[src/rtl/master_slave_burst_sender.sv]
// Burst sender: accepts one signed 32-bit value per handshake and emits BURST_LEN
// arithmetic words (step STEP) with a per-word strobe; optional MASTER_SLAVE_BURST_SENDER_TXCNT_EN adds tx_count.
module master_slave_burst_sender #(
    parameter int unsigned        BURST_LEN = 4,
    parameter logic signed [31:0] STEP      = 32'sd1
) (
    input  logic               clk,
    input  logic               rst,
    input  logic signed [31:0] b_in,
    input  logic               b_in_sync,
    output logic               b_in_notify,
    output logic signed [31:0] m_out,
    output logic               m_out_sync,
    output logic signed [31:0] s_out
`ifdef MASTER_SLAVE_BURST_SENDER_TXCNT_EN
    ,
    output logic        [31:0] tx_count
`endif
);

    typedef enum logic {
        SEC_IDLE = 1'b0,
        SEC_EMIT = 1'b1
    } sections_t;

    localparam logic [7:0] LAST_IDX = 8'(BURST_LEN - 1);

    sections_t          r_section;
    logic signed [31:0] r_base;
    logic        [7:0]  r_idx;
    logic signed [31:0] r_m_out;
    logic               r_m_out_sync;
    logic signed [31:0] r_s_out;

    sections_t          w_section_nxt;
    logic signed [31:0] w_base_nxt;
    logic        [7:0]  w_idx_nxt;
    logic signed [31:0] w_m_out_nxt;
    logic               w_m_out_sync_nxt;
    logic signed [31:0] w_s_out_nxt;
    logic signed [31:0] w_word;

    // Current burst word; 32-bit product and sum wrap modulo 2^32 by construction.
    assign w_word = r_base + ($signed({24'd0, r_idx}) * STEP);

    assign b_in_notify = (r_section == SEC_IDLE);
    assign m_out       = r_m_out;
    assign m_out_sync  = r_m_out_sync;
    assign s_out       = r_s_out;

    // Next-state and next-output logic for the idle/emit sections.
    always_comb begin
        w_section_nxt    = r_section;
        w_base_nxt       = r_base;
        w_idx_nxt        = r_idx;
        w_m_out_nxt      = r_m_out;
        w_m_out_sync_nxt = 1'b0;
        w_s_out_nxt      = r_s_out;
        case (r_section)
            SEC_IDLE: begin
                if (b_in_sync) begin
                    w_base_nxt    = b_in;
                    w_idx_nxt     = 8'd0;
                    w_section_nxt = SEC_EMIT;
                end else begin
                    w_section_nxt = SEC_IDLE;
                end
            end
            SEC_EMIT: begin
                w_m_out_nxt      = w_word;
                w_m_out_sync_nxt = 1'b1;
                w_s_out_nxt      = w_word;
                w_idx_nxt        = r_idx + 8'd1;
                if (r_idx == LAST_IDX) begin
                    w_section_nxt = SEC_IDLE;
                end else begin
                    w_section_nxt = SEC_EMIT;
                end
            end
            default: begin
                w_section_nxt = SEC_IDLE;
            end
        endcase
    end

    // State and registered-output update; reset abandons any burst in flight.
    always_ff @(posedge clk or negedge rst) begin
        if (!rst) begin
            r_section    <= SEC_IDLE;
            r_base       <= 32'sd0;
            r_idx        <= 8'd0;
            r_m_out      <= 32'sd0;
            r_m_out_sync <= 1'b0;
            r_s_out      <= 32'sd0;
        end else begin
            r_section    <= w_section_nxt;
            r_base       <= w_base_nxt;
            r_idx        <= w_idx_nxt;
            r_m_out      <= w_m_out_nxt;
            r_m_out_sync <= w_m_out_sync_nxt;
            r_s_out      <= w_s_out_nxt;
        end
    end

`ifdef MASTER_SLAVE_BURST_SENDER_TXCNT_EN
    logic [31:0] r_tx_count;

    // Counts emitted words, kept in step with the registered strobe.
    always_ff @(posedge clk or negedge rst) begin
        if (!rst) begin
            r_tx_count <= 32'd0;
        end else if (w_m_out_sync_nxt) begin
            r_tx_count <= r_tx_count + 32'd1;
        end else begin
            r_tx_count <= r_tx_count;
        end
    end

    assign tx_count = r_tx_count;
`endif

endmodule

[config.mk]
export PLATFORM = sky130hd
export DESIGN_NAME = master_slave_burst_sender
export DESIGN_NICKNAME = d
export VERILOG_FILES = /design/src/rtl/master_slave_burst_sender.sv
export SDC_FILE = /design/constraint.sdc
export NUM_CORES = 1
export LEC_CHECK = 0
export ABC_AREA = 0
export BUFFER_PORTS_ARGS = -buffer_cell sky130_fd_sc_hd__buf_2
export CORE_UTILIZATION = 38
export CTS_CLUSTER_DIAMETER = 50
export DETAILED_ROUTE_END_ITERATION = 8
export PLACE_DENSITY = 0.67
export SETUP_SLACK_MARGIN = 0.2
export SYNTH_ARGS = -nofsm -noshare
export SYNTH_HDL_FRONTEND = slang
export SYNTH_SLANG_ARGS = --single-unit
export TNS_END_PERCENT = 1
[constraint.sdc]
create_clock -name clk -period 2.1 [get_ports clk]
set_clock_uncertainty 0.05 [all_clocks]
set_input_delay 0.21 -clock clk [delete_from_list [all_inputs] [get_ports clk]]
set_output_delay 0.21 -clock clk [all_outputs]
set_load 0.01 [all_outputs]
Word level (Yosys, flattened, before mapping)
Index checks and enable logic that the tools add are counted.

Register bits after elaboration: 74. Input bits: 35. Output and inout bits: 66.

Add/subtract/negate cells: 2. Eq/ne operators: 2. Mux-type cells: 6. Bitwise logic cells: 1. Reductions and logical operators: 1.

Operators with widths (count): $add 32x9->32 (1); $pmux 8 s2 (1); $add 8x1->8 const B (1); $eq 8x2->1 const B (1); $mux 8 (1); $mux 1 (3); $ne 2x2->1 const B (1); $pmux 1 s2 (1); $reduce_and 2->1 (1); $not 1->1 (1).

Longest topological paths before layout
Word-level depth: 3. Mapped depth: 7.

Least setup slack after synthesis
Ideal clock, no wire load.

Path type: flip-flop to flip-flop. Start: reg r_idx[0]. End: reg r_m_out[22] (netlist: m_out[22]). Setup time: 70 ps. Arrival time: 1993 ps. Slack: -13 ps. Cell stages (with the launch flop): 7. Buffers on the path: 0. Cells stage by stage: dfrtp_1 > ha_1 > fa_1 > a211oi_1 > o211ai_1 > a31o_2 > nand3_1.

Word-level cells in the longest chain between the ends: 1.

RTL lines: start: declaration (RTL line 30) `logic [7:0] r_idx;`; start signal: assignment (RTL line 98) `r_idx <= w_idx_nxt;`; $add 32x9->32 (RTL line 44) `assign w_word = r_base + ($signed({24'd0, r_idx}) * STEP);`; end signal: assignment (RTL line 99) `r_m_out <= w_m_out_nxt;`; end: declaration (RTL line 31) `logic signed [31:0] r_m_out;`.

No other way between the ends. A chain may end at the register's enable or synchronous reset.

Final worst setup path
Start: reg r_base[0]. End: reg r_m_out[22] (netlist: m_out[22]).

Word-level cells in the longest chain between the ends: 1.

RTL lines: start: declaration (RTL line 29) `logic signed [31:0] r_base;`; start signal: assignment (RTL line 97) `r_base <= w_base_nxt;`; $add 32x9->32 (RTL line 44).

No other way between the ends.

==> flow_metrics.env <==
export IMPL_status="completed"
export IMPL_drt_first_pass_iters=5
export IMPL_synth_nets=540
export IMPL_synthCells=495
export IMPL_vdd_drop_max_mv=0.9569
export IMPL_gp_congestion=0.8159
export IMPL_fin_util_pct=48.99
export IMPL_syn_avg_cell_area_um2=8.678
export IMPL_hold_end="r_base[6]$_DFFE_PN0P_"
export IMPL_async_reset_ff_share_pct=100.0
export IMPL_ys_top_cells_by_count="114 x nand2_1, 74 x dfrtp_1, 34 x buf_4, 24 x a21oi_1, 21 x nand3_1"
export IMPL_p_comb_share_pct=52.0
export IMPL_drcViolationCount=0
export IMPL_htreeDepth=3
export IMPL_synth_ff_type="dfrtp_1"
export IMPL_whs_path_depth=3
export IMPL_cts_buffers=9
export IMPL_cts_max_path_buffers=2
export IMPL_antenna_found_initial=0
export IMPL_crit_type="reg2reg"
export IMPL_arrival_ns=2.32
export IMPL_seqPwrFrac_pct=30.3
export IMPL_cp_end_kind="flip-flop"
export IMPL_dp_final_hpwl_mm=8.124
export IMPL_vias=4023
export IMPL_switching_share_pct=42.73
export IMPL_grt_pass1_vias=3698
export IMPL_synth_top_area_share_pct=43.11
export IMPL_ys_top_cells_by_area="dfrtp_1 43%, nand2_1 10%, buf_4 5.9%"
export IMPL_clock_sinks=74
export IMPL_io_pins=101
export IMPL_hold_class="in2reg"
export IMPL_ys_ff_latch=74
export IMPL_die_y_um=108.3
export IMPL_cap_violations=0
export IMPL_grt_pass1_wl_mm=19.18
export IMPL_io_buffer_count=100
export IMPL_n_antenna_cell=0
export IMPL_start_util_pct=39.28
export IMPL_r2r_slack_ns=0.004
export IMPL_die_w_um=108.3
export IMPL_clk_latency_ns=0.34
export IMPL_core_um2=10940
export IMPL_r2r_start="r_base[0]$_DFFE_PN0P_"
export IMPL_power_density_nw_per_um2=1767
export IMPL_yosysMostFrequentCell="nand2_1"
export IMPL_hold_start="b_in[6]"
export IMPL_grt_max_degree=47
export IMPL_fin_crit_sh_pct=99.81
export IMPL_rows=38
export IMPL_crit_slowest_cell="dfrtp_1"
export IMPL_dieArea_um2=11730
export IMPL_ant_nets=0
export IMPL_slew_violations=0
export IMPL_finalSetupViolations=0
export IMPL_synth_edf_count=0
export IMPL_wl_per_cell_um=16.98
export IMPL_worst_pin_slew_ns=0.8363
export IMPL_cp_max_fo=5
export IMPL_viasPerCell=5.588
export IMPL_drive_above_1_share_pct=32.07
export IMPL_internal_power_mw=5.420
export IMPL_netSwitchingPower_mw=4.045
export IMPL_wirelength_mm=12.23
export IMPL_start_kind="flip-flop"
export IMPL_leakage_nw=2.434
export IMPL_finish_net_count=620
export IMPL_clkSlewWorstSetupHoldPaths_ns=0.06
export IMPL_period_needed_ns=2.096
export IMPL_synth_top_area_cell="dfrtp_1"
export IMPL_grt_overflow=0
export IMPL_relSlewSlack_pct=44.04
export IMPL_ys_warn_count=0
export IMPL_worst_r2r_path_depth=7
export IMPL_fmax_ghz=0.4771
export IMPL_slowest_delay_ns=0.41
export IMPL_grtUsageTotal_pct=21.59
export IMPL_root_buffer="clkbuf_16"
export IMPL_hold_violations=0
export IMPL_crit_chain="ha_4 -> fa_2 -> a211oi_4 -> o211ai_1 -> buf_4 -> a31o_4 -> nand3_2"
export IMPL_cts_tree="done"
export IMPL_seq_area_frac_synth_pct=43.11
export IMPL_syn_to_final_growth_pct=24.73
export IMPL_r2r_end="m_out[22]$_DFFE_PN0P_"
export IMPL_rsz0062_at_grt="yes"
export IMPL_p_clk_share_pct=17.7
export IMPL_cp_data_required_time_ns=2.33
export IMPL_dr_first_iter_drc_count=250
export IMPL_whs_ns=0.008919
export IMPL_ys_types=52
export IMPL_netlist_area_um2=4295
-- logic make-up (layout without fill, tap and decap cells) --
logic type	count (synthesis)	count (layout)	synth area share [%]
simple gates	214	214	23.36
compound gates	110	111	17.71
buf+inv	75	159	9.903
flops	74	74	43.11
fa+ha+maj	10	10	3.088
mux	7	7	1.806
xor+xnor	5	5	1.019
-- critical path: cells and delay by family, from the launching register on --
kind            cells  cell delay [ns]
compound gates      3             0.70
fa+ha+maj           2             0.58
buf+inv             1             0.23
flops               1             0.41
simple gates        1             0.06
-- power by group through the flow --
stage	clock network [mW]	logic, mW	registers, mW
after floorplan	0	3.23	2.79
after global placement	0	4.25	2.79
after detailed placement	0	4.33	2.83
after CTS	1.70	4.49	2.82
after global routing	1.77	5.41	2.99
final	1.68	4.92	2.87
-- per-stage QoR --
stage                     setup WS [ns]  power, mW  cells  TNS [ns]  instance area, um2
after global routing           -0.05765      10.17    720   -0.4217                5358
after floorplan                  0.1483      6.023    495         0                4333
after detailed placement       -0.01857      7.162    696  -0.04101                4827
after CTS                       0.06563      9.022    713         0                5195
after global placement          0.02355      7.040    696         0                4827
final                          0.004055      9.465    720         0                5358
-- cells in the final DEF (no fill, tap or decap), types with 3 or more instances in the layout --
cell / n
nor3_1: 9
a211oi_1: 3
and3_1: 4
o21a_1: 3
dfrtp_1: 73
nand2_1: 114
a21oi_1: 21
a221oi_1: 4
a21oi_2: 3
o211ai_1: 16
xnor2_1: 4
or3_1: 5
o21ai_0: 14
inv_1: 11
ha_4: 6
clkbuf_16: 9
nand2b_1: 4
nor4_1: 7
and2_1: 5
o31ai_1: 5
a31oi_1: 9
o2111ai_1: 7
mux2_2: 6
buf_2: 100
and4_1: 4
buf_4: 30
o2bb2ai_1: 3
nor2_1: 14
nand4_1: 15
nand3_1: 19
nor2b_1: 3
-- what timing repair did --
item                                    in CTS  in global routing
gates resized for setup                     10                 17
buffers inserted                             0                  5
pin swaps                                    1                 12
endpoints found under the setup margin      24                 27
hold buffers                                 1                  0
endpoints found under the hold margin       28                  0
gates cloned                                 0                  2
-- final cells by class --
| class | instances | area [um2] |
|---|---|---|
| fillers | 1039 | 5578 |
| multi-input cells | 347 | 2213 |
| flip-flops and latches | 74 | 1853 |
| repair buffers | 132 | 755.7 |
| clock buffers | 9 | 225.2 |
| well taps | 140 | 175.2 |
| clock inverters | 7 | 93.84 |
| inverters | 11 | 41.29 |
-- per-layer routing --
layer | vias up | share of wire [%] | GRT usage, %
li1 | 1901 | - | -
met1 | 1932 | 46 | 30.73
met2 | 166 | 46 | 32.26
met3 | 24 | 5.9 | 3.436
met4 | 0 | 2.3 | 9.653
met5 | - | 0 | 0
-- worst max-delay path by stage --
| stage | start | to | cells past startpoint |
|---|---|---|---|
| final | r_base[0]$_DFFE_PN0P_ | m_out[22]$_DFFE_PN0P_ | 7 |
| after global routing | r_idx[5]$_DFFE_PN0P_ | m_out[19]$_DFFE_PN0P_ | 7 |
| after CTS | r_base[4]$_DFFE_PN0P_ | m_out[14]$_DFFE_PN0P_ | 5 |
| after detailed placement | r_base[5]$_DFFE_PN0P_ | m_out[14]$_DFFE_PN0P_ | 5 |
| after global placement | r_base[4]$_DFFE_PN0P_ | m_out[12]$_DFFE_PN0P_ | 5 |
| after floorplan | r_idx[0]$_DFFE_PN0P_ | m_out[22]$_DFFE_PN0P_ | 6 |
-- registers in the layout, indices dropped and copies added, names as in the netlist --
name,count
m_out,32
m_out_sync,1
r_base,32
r_idx,8
r_section,1
(Power assumes the default switching activity.)
